--- config.mk ---
export PLATFORM = sky130hd
export DESIGN_NAME = opcode_injector
export DESIGN_NICKNAME = d
export VERILOG_FILES = /design/src/rtl/opcode_injector.sv
export SDC_FILE = /design/constraint.sdc
export NUM_CORES = 1
export LEC_CHECK = 0
export CAP_MARGIN = 5
export CORE_UTILIZATION = 37
export DETAILED_ROUTE_END_ITERATION = 6
export GPL_ROUTABILITY_DRIVEN = 0
export GPL_TIMING_DRIVEN = 0
export PLACE_DENSITY = 0.75
export SYNTH_ARGS = -nofsm -noshare
export SYNTH_HDL_FRONTEND = slang
export SYNTH_SLANG_ARGS = --single-unit
--- constraint.sdc ---
create_clock -name clk_i -period 1.37 [get_ports clk_i]
set_clock_uncertainty 0.1 [all_clocks]
set_input_delay 0.2055 -clock clk_i [delete_from_list [all_inputs] [get_ports clk_i]]
set_output_delay 0.2055 -clock clk_i [all_outputs]
set_load 0.1 [all_outputs]
--- src/rtl/opcode_injector.sv ---
// Drives JP nn (CALL nn when INJECT_CALL_EN is defined) onto the Z80 data bus at the first
// new-instruction M1 fetch after a trap request, inhibiting memory for each injected byte.
module opcode_injector #(
    parameter int unsigned SYNC_STAGES = 2,
    parameter logic [7:0]  JP_OPCODE   = 8'hC3,
    parameter logic [7:0]  CALL_OPCODE = 8'hCD
) (
    input  logic        clk_i,
    input  logic        rst_i,
    input  logic        m1_n_i,
    input  logic        mreq_n_i,
    input  logic        rd_n_i,
    input  logic        wr_n_i,
    input  logic [7:0]  data_in_i,
    input  logic        new_isr_i,
    input  logic        trap_req_i,
    input  logic [15:0] trap_addr_i,
    output logic [7:0]  data_out_o,
    output logic        data_oe_o,
    output logic        mem_inhibit_o,
    output logic        busy_o,
    output logic        done_o,
    output logic        err_o,
    output logic [15:0] ret_addr_o
);

`ifdef INJECT_CALL_EN
    localparam logic [7:0] OPCODE = CALL_OPCODE;
`else
    localparam logic [7:0] OPCODE = JP_OPCODE;
`endif

    typedef enum logic [2:0] {
        IDLE  = 3'd0,
        ARMED = 3'd1,
        OP    = 3'd2,
        LO    = 3'd3,
        HI    = 3'd4
`ifdef INJECT_CALL_EN
        ,PUSH = 3'd5
`endif
    } state_e;

    state_e      state_q, state_d;
    logic [15:0] addr_q, addr_d;
    logic        done_q, done_d;
    logic        err_q, err_d;
    logic [7:0]  data_out_c;
    logic        data_oe_c;

    // Strobe synchronisers; idle-high reset value keeps every cycle term inactive
    logic [SYNC_STAGES-1:0] m1_sq, mreq_sq, rd_sq;
    logic m1_s, mreq_s, rd_s;
    logic rd_cyc, rd_cyc_q, rd_rise, rd_fall, m1_rd_rise;

    always_ff @(posedge clk_i) begin
        if (rst_i) begin
            m1_sq    <= '1;
            mreq_sq  <= '1;
            rd_sq    <= '1;
            rd_cyc_q <= 1'b0;
        end else begin
            m1_sq    <= {m1_sq[SYNC_STAGES-2:0], m1_n_i};
            mreq_sq  <= {mreq_sq[SYNC_STAGES-2:0], mreq_n_i};
            rd_sq    <= {rd_sq[SYNC_STAGES-2:0], rd_n_i};
            rd_cyc_q <= rd_cyc;
        end
    end

    assign m1_s       = m1_sq[SYNC_STAGES-1];
    assign mreq_s     = mreq_sq[SYNC_STAGES-1];
    assign rd_s       = rd_sq[SYNC_STAGES-1];
    assign rd_cyc     = !mreq_s && !rd_s;
    assign rd_rise    = rd_cyc && !rd_cyc_q;
    assign rd_fall    = !rd_cyc && rd_cyc_q;
    assign m1_rd_rise = rd_rise && !m1_s;

`ifdef INJECT_CALL_EN
    logic [SYNC_STAGES-1:0] wr_sq;
    logic        wr_cyc, wr_cyc_q, wr_fall;
    logic        wr_idx_q, wr_idx_d;
    logic [15:0] ret_addr_q, ret_addr_d;

    always_ff @(posedge clk_i) begin
        if (rst_i) begin
            wr_sq      <= '1;
            wr_cyc_q   <= 1'b0;
            wr_idx_q   <= 1'b0;
            ret_addr_q <= 16'h0000;
        end else begin
            wr_sq      <= {wr_sq[SYNC_STAGES-2:0], wr_n_i};
            wr_cyc_q   <= wr_cyc;
            wr_idx_q   <= wr_idx_d;
            ret_addr_q <= ret_addr_d;
        end
    end

    assign wr_cyc     = !mreq_s && !wr_sq[SYNC_STAGES-1];
    assign wr_fall    = !wr_cyc && wr_cyc_q;
    assign ret_addr_o = ret_addr_q;
`else
    logic unused_c;
    assign unused_c   = ^{wr_n_i, data_in_i};
    assign ret_addr_o = 16'h0000;
`endif

    logic unused_param_c;
    assign unused_param_c = ^{JP_OPCODE, CALL_OPCODE};

    always_ff @(posedge clk_i) begin
        if (rst_i) begin
            state_q <= IDLE;
            addr_q  <= 16'h0000;
            done_q  <= 1'b0;
            err_q   <= 1'b0;
        end else begin
            state_q <= state_d;
            addr_q  <= addr_d;
            done_q  <= done_d;
            err_q   <= err_d;
        end
    end

    // Sequence control; the bus driver follows the synchronised read window with no extra delay
    always_comb begin
        state_d    = state_q;
        addr_d     = addr_q;
        done_d     = 1'b0;
        err_d      = 1'b0;
        data_out_c = 8'h00;
        data_oe_c  = 1'b0;
`ifdef INJECT_CALL_EN
        wr_idx_d   = wr_idx_q;
        ret_addr_d = ret_addr_q;
`endif
        case (state_q)
            IDLE: begin
                if (trap_req_i) begin
                    addr_d  = trap_addr_i;
                    state_d = ARMED;
                end
            end
            ARMED: begin
                data_out_c = OPCODE;
                if (m1_rd_rise && new_isr_i) begin
                    data_oe_c = 1'b1;
                    state_d   = OP;
                end
            end
            OP: begin
                data_out_c = OPCODE;
                data_oe_c  = rd_cyc;
                if (rd_fall) state_d = LO;
            end
            LO: begin
                data_out_c = addr_q[7:0];
                data_oe_c  = rd_cyc && m1_s;
                if (m1_rd_rise) begin
                    err_d   = 1'b1;
                    state_d = IDLE;
                end else if (rd_fall) begin
                    state_d = HI;
                end
            end
            HI: begin
                data_out_c = addr_q[15:8];
                data_oe_c  = rd_cyc && m1_s;
                if (m1_rd_rise) begin
                    err_d   = 1'b1;
                    state_d = IDLE;
                end else if (rd_fall) begin
`ifdef INJECT_CALL_EN
                    wr_idx_d = 1'b0;
                    state_d  = PUSH;
`else
                    done_d   = 1'b1;
                    state_d  = IDLE;
`endif
                end
            end
`ifdef INJECT_CALL_EN
            // CPU pushes the return address high byte first
            PUSH: begin
                if (m1_rd_rise) begin
                    err_d   = 1'b1;
                    state_d = IDLE;
                end else if (wr_fall && m1_s) begin
                    if (!wr_idx_q) begin
                        ret_addr_d[15:8] = data_in_i;
                        wr_idx_d         = 1'b1;
                    end else begin
                        ret_addr_d[7:0] = data_in_i;
                        done_d          = 1'b1;
                        state_d         = IDLE;
                    end
                end
            end
`endif
            default: state_d = IDLE;
        endcase
    end

    assign data_out_o    = data_out_c;
    assign data_oe_o     = data_oe_c;
    assign mem_inhibit_o = data_oe_c;
    assign busy_o        = (state_q != IDLE);
    assign done_o        = done_q;
    assign err_o         = err_q;

endmodule

* After elaboration in Yosys (flattened, before gate mapping)
Index checks and enable logic that the tools add are counted.
** Storage, ports and cells
- Bits in registers :: 28
- Bits of input ports :: 32
- Output and inout bits :: 29
** Cells by class
- Equality and inequality tests :: 9
- Multiplexer cells :: 13
- Bitwise logic cells :: 2
- Reduce and logical (&&, ||, !) cells :: 19
** Operators by type and width (number)
- $pmux W8 S3 :: 1
- $mux W3 :: 7
- $pmux W3 S5 :: 1
- $eq A3 B2 Y1 const B :: 2
- $logic_and A1 B1 Y1 :: 6
- $ne A2 B2 Y1 const B :: 3
- $ne A3 B3 Y1 const B :: 2
- $reduce_or A2 Y1 :: 3
- $logic_not A1 Y1 :: 5
- $reduce_and A5 Y1 :: 1
- $eq A3 B1 Y1 const B :: 1
- $eq A3 B3 Y1 const B :: 1
- $logic_not A3 Y1 :: 1
- $mux W1 :: 3
- $pmux W1 S3 :: 1
- $reduce_bool A3 Y1 :: 1
- $reduce_or A3 Y1 :: 1
- $not A1 Y1 :: 2
- $reduce_and A2 Y1 :: 1

* Depth between registers and ports, before layout
- Depth in word-level cells :: 7
- Depth in mapped cells :: 5
- Gate-level depth less buffers :: 4

* Worst setup path after synthesis
OpenSTA, ideal clock, no wires.
- Path type :: flip-flop to output port
- From :: reg state_q[1]
- To :: out mem_inhibit_o
- Arrival :: 3.730 ns
- Data required time :: 1.065 ns
- Path slack :: -2.665 ns
- Stages on the path, launching flop included :: 5
- Buffers on the path :: 2
- Cell sequence :: dfxtp_1 -> clkbuf_1 -> a32oi_1 -> o32ai_1 -> buf_4
** Between the ends
- Word-level cells in the longest chain between the ends :: 3
- Elaborated cells on any way between the ends :: 6
- Classes of those cells :: eq/ne (4); mux (1); reduce/logical (1)
** RTL lines
- start: declaration :: RTL line 44 : state_e state_q, state_d;
- start signal: assignment :: RTL line 117 : state_q <= state_d;
- $eq A3 B3 Y1 or $eq A3 B2 Y1 (tied branches) :: RTL line 136 : case (state_q)
- $reduce_or A2 Y1 (no source line)
- $pmux W1 S3 (*) :: RTL line 136
- end: declaration :: RTL line 20 : output logic mem_inhibit_o,
Every way passes the cells marked *; elsewhere a longest branch is shown, timed or not.

* Worst setup path in the final report
- From :: reg state_q[0]
- To :: out mem_inhibit_o
The elaborated chain is that of the path after synthesis.

==> results.cfg <==
[outcome]
run_status = finished, violations left
violations = setup timing

[floorplanning]
std_cell_rows = 21
fp.dieH_um = 63.2
fp.coreArea_um2 = 3470
initial_core_util_pct = 40.0
floorplan.die_area_um2 = 4000
num_io_pins = 61
die_x_um = 63.2

[timing]
rsz0062_at_grt = yes
post-route-worst-setup-slack_ns = -0.602
slew_headroom_pct = 64.7
timing_worst_slew_pin_value_ns = 0.529
fin_crit_ns = 1.97
setup-tns-final_ns = -13.11
timing.final.crit_share_pct = 144
hold_viol = 0
clock.fmax_mhz = 507
report.final.setup_viol = 29
final_max_slew_viol_count = 0

[cts]
ctsLongestPathBuffers = 2
clkLatencyLatePin_ns = 0.28
buffer_cell_driving_the_clock_tree_root = clkbuf_8
cts_max_level = 1
clock_sinks = 28
worst_setup_hold_path_clk_slew_ns = 0.10
tritoncts = done
cts-buffers-inserted = 3

[yosys]
synth-seq-cells = 28
ys.flop_type = dfxtp_1
synth_fa_ha_area_share_pct = 0
yosysWarningCount = 0
syn-instance-count = 174
synth_edf_count = 0
combinational_family_with_the_most_area_after_synthesis = simple AND/OR/NAND/NOR gates
synth-compound-area-share_pct = 17.8
synth_cell_types = 33
synth-simple-area-share_pct = 25.2
synth_top_cell_by_area = dfxtp_1
yosysTopAreaCellShare_pct = 40.4
synth_xor_xnor_area_share_pct = 0
synth_area_leaders = dfxtp_1 40%, buf_4 11%, nand2_1 10%
synth_sequential_area_ratio_pct = 40.4
postSynth.asyncResetShare_pct = 0
avgSynthCellArea_um2 = 7.97
synth.mux.area_fraction_pct = 0.721
mappedNetlistArea_um2 = 1390

[placed_design]
placed_cells = 269
place_worst_setup_slack_ns = -1.48
place.port_buffers = 34
post-dp-hpwl_um = 2200
detailed_place.area_um2 = 2010

[min_path]
worst_hold_startpoint = rst_i
min_to = err_o$_SDFF_PP0_
min_delay_path_depth = 2
min-delay-path-class = primary input to flop

[power_and_ir_drop]
leakage_power_nw = 1.05
total_power_mw = 2.22
power_per_cell_area_nw_per_um2 = 898
vdd_drop_max_uv = 658

[detailed_routing]
average_vias_per_placed_instance = 4.65
detailedRoute.firstIterationViolations = 48
drt_pass1_iterations = 4
wirelength_um = 3750
drtAntennaViolNets = 0
routed_wire_length_per_instance_um = 12.9
remaining_drc_errors = 0
route.vias.total = 1353

[worst_setup_path]
crit_start = state_q[0]$_SDFFE_PP0P_
critPathKind = flop to output port
rr_worst_depth = 7
cp_data_arrival_time_ns = 1.67
critical_path_required_ns = 1.06
worst_r2r_startpoint = state_q[0]$_SDFFE_PP0P_
critPathLaunchType = flop
critPathMaxFanout = 4
worstSetupEndpointType = output port
r2r-end = addr_q[7]$_SDFFE_PP0P_
setup.reg_to_reg.worst_slack_ns = -0.52

[global_route]
grt_pass1_wl_um = 5840
use_met2_pct = 30.8
grt_pass1_vias = 1252
gr-max-usage-layer = met2
groute.layer.met1.usage_pct = 25.2
global_route.usage.total_pct = 18.8
global_route.overflow_total = 0
antenna_violations_before_repair = 0
met3_usage_pct = 2.72
grt_start_max_net_pins = 16

[finish]
finalNetCount = 278
finalInstanceArea_um2 = 2470
final-instance-count-excl-fill = 291
layout-area-overhead-vs-synth_pct = 78.1
antenna-diode-count = 0
drive_gt1_share_pct = 43.3

[run]
drv.max_cap_violation_count = 0
## worst max-delay path: stages (launching register included)
cell	delay [ns]
dfxtp_4	0.39
buf_8	0.11
inv_4	0.03
or3_4	0.38
o32ai_4	0.18
buf_12	0.14
buf_12	0.16
## what timing repair did
item / 4_1_cts / 5_1_grt
resized for setup: 134 / 26
endpoints found under the setup margin: 32 / 32
pin swaps: 8 / 8
endpoints found under the hold margin: 0 / 0
buffers inserted: 12 / 7
hold buffers: 0 / 0
gates cloned: 2 / 0
## Yosys cell counts, types with 2 or more instances
master	count
buf_4	20
or3_1	2
a22o_1	4
nand2_1	37
clkbuf_1	4
o21ai_0	7
nor3_1	7
inv_1	4
a21oi_1	20
buf_6	2
or2_2	6
o211ai_1	2
nor2_1	4
nor2b_1	2
dfxtp_1	28
nand2b_1	6
buf_2	3
## layout make-up
type	count	area (um^2)
fill	278	997
clock buffer	4	45.0
buffer	27	255
tap	46	57.6
sequential	28	578
inverter	4	17.5
multi-input combinational	128	872
timing repair buffer	54	646
## kinds of logic after synthesis
kind of cell | after synthesis
AOI/OAI and AO/OA | 40
buffers and inverters | 33
DFF | 28
muxes | 1
other | 1
and+or+nand+nor | 71
## report_power, final
group          switching [mW]  internal (mW)
Sequential             0.0349          0.855
Clock                   0.257          0.209
Combinational           0.514          0.350
Total                   0.806           1.41
## registers in the layout, indices dropped and copies added, names as in the netlist
register / cells
err_o: 1
done_o: 1
mreq_sq: 2
state_q: 3
rd_cyc_q: 1
rd_sq: 2
m1_sq: 2
addr_q: 16
## metrics by stage
step,utilization (%),hold slack [ns]
3_3_place_gp,57.9,0.291
5_1_grt,71.2,0.0296
4_1_cts,68.2,0.0364
2_1_floorplan,-,0.209
3_5_place_dp,57.9,0.294
6_report,71.2,0.0322
## cells in the final DEF (no fill, tap or decap), types with 5 or more instances in the layout
cell type,n
buf_4,27
conb_1,16
nand2b_1,5
dfxtp_1,22
clkdlybuf4s50_1,21
a21oi_1,17
nand2_1,32
buf_12,12
or2_2,6
nor3_1,5
buf_6,11
## routing by layer
metal  routed length, um  vias to the layer above  share of wire (%)
met2                1880                       53                 50
met5                   0                        -                  0
li1                    -                      692                  -
met3                 220                        4                5.9
met4                  44                        0                1.2
met1                1600                      604                 43
## how the worst max path moves through the flow
stage               endpoint  slack (ns)  cells past startpoint
6_report       mem_inhibit_o       -0.60                      6
5_1_grt        mem_inhibit_o       -0.67                      6
4_1_cts        mem_inhibit_o       -0.62                      5
3_5_place_dp   mem_inhibit_o       -1.48                      6
3_3_place_gp   mem_inhibit_o       -1.48                      6
2_1_floorplan  mem_inhibit_o       -0.79                      4
Power figures use the tool's default switching activity.
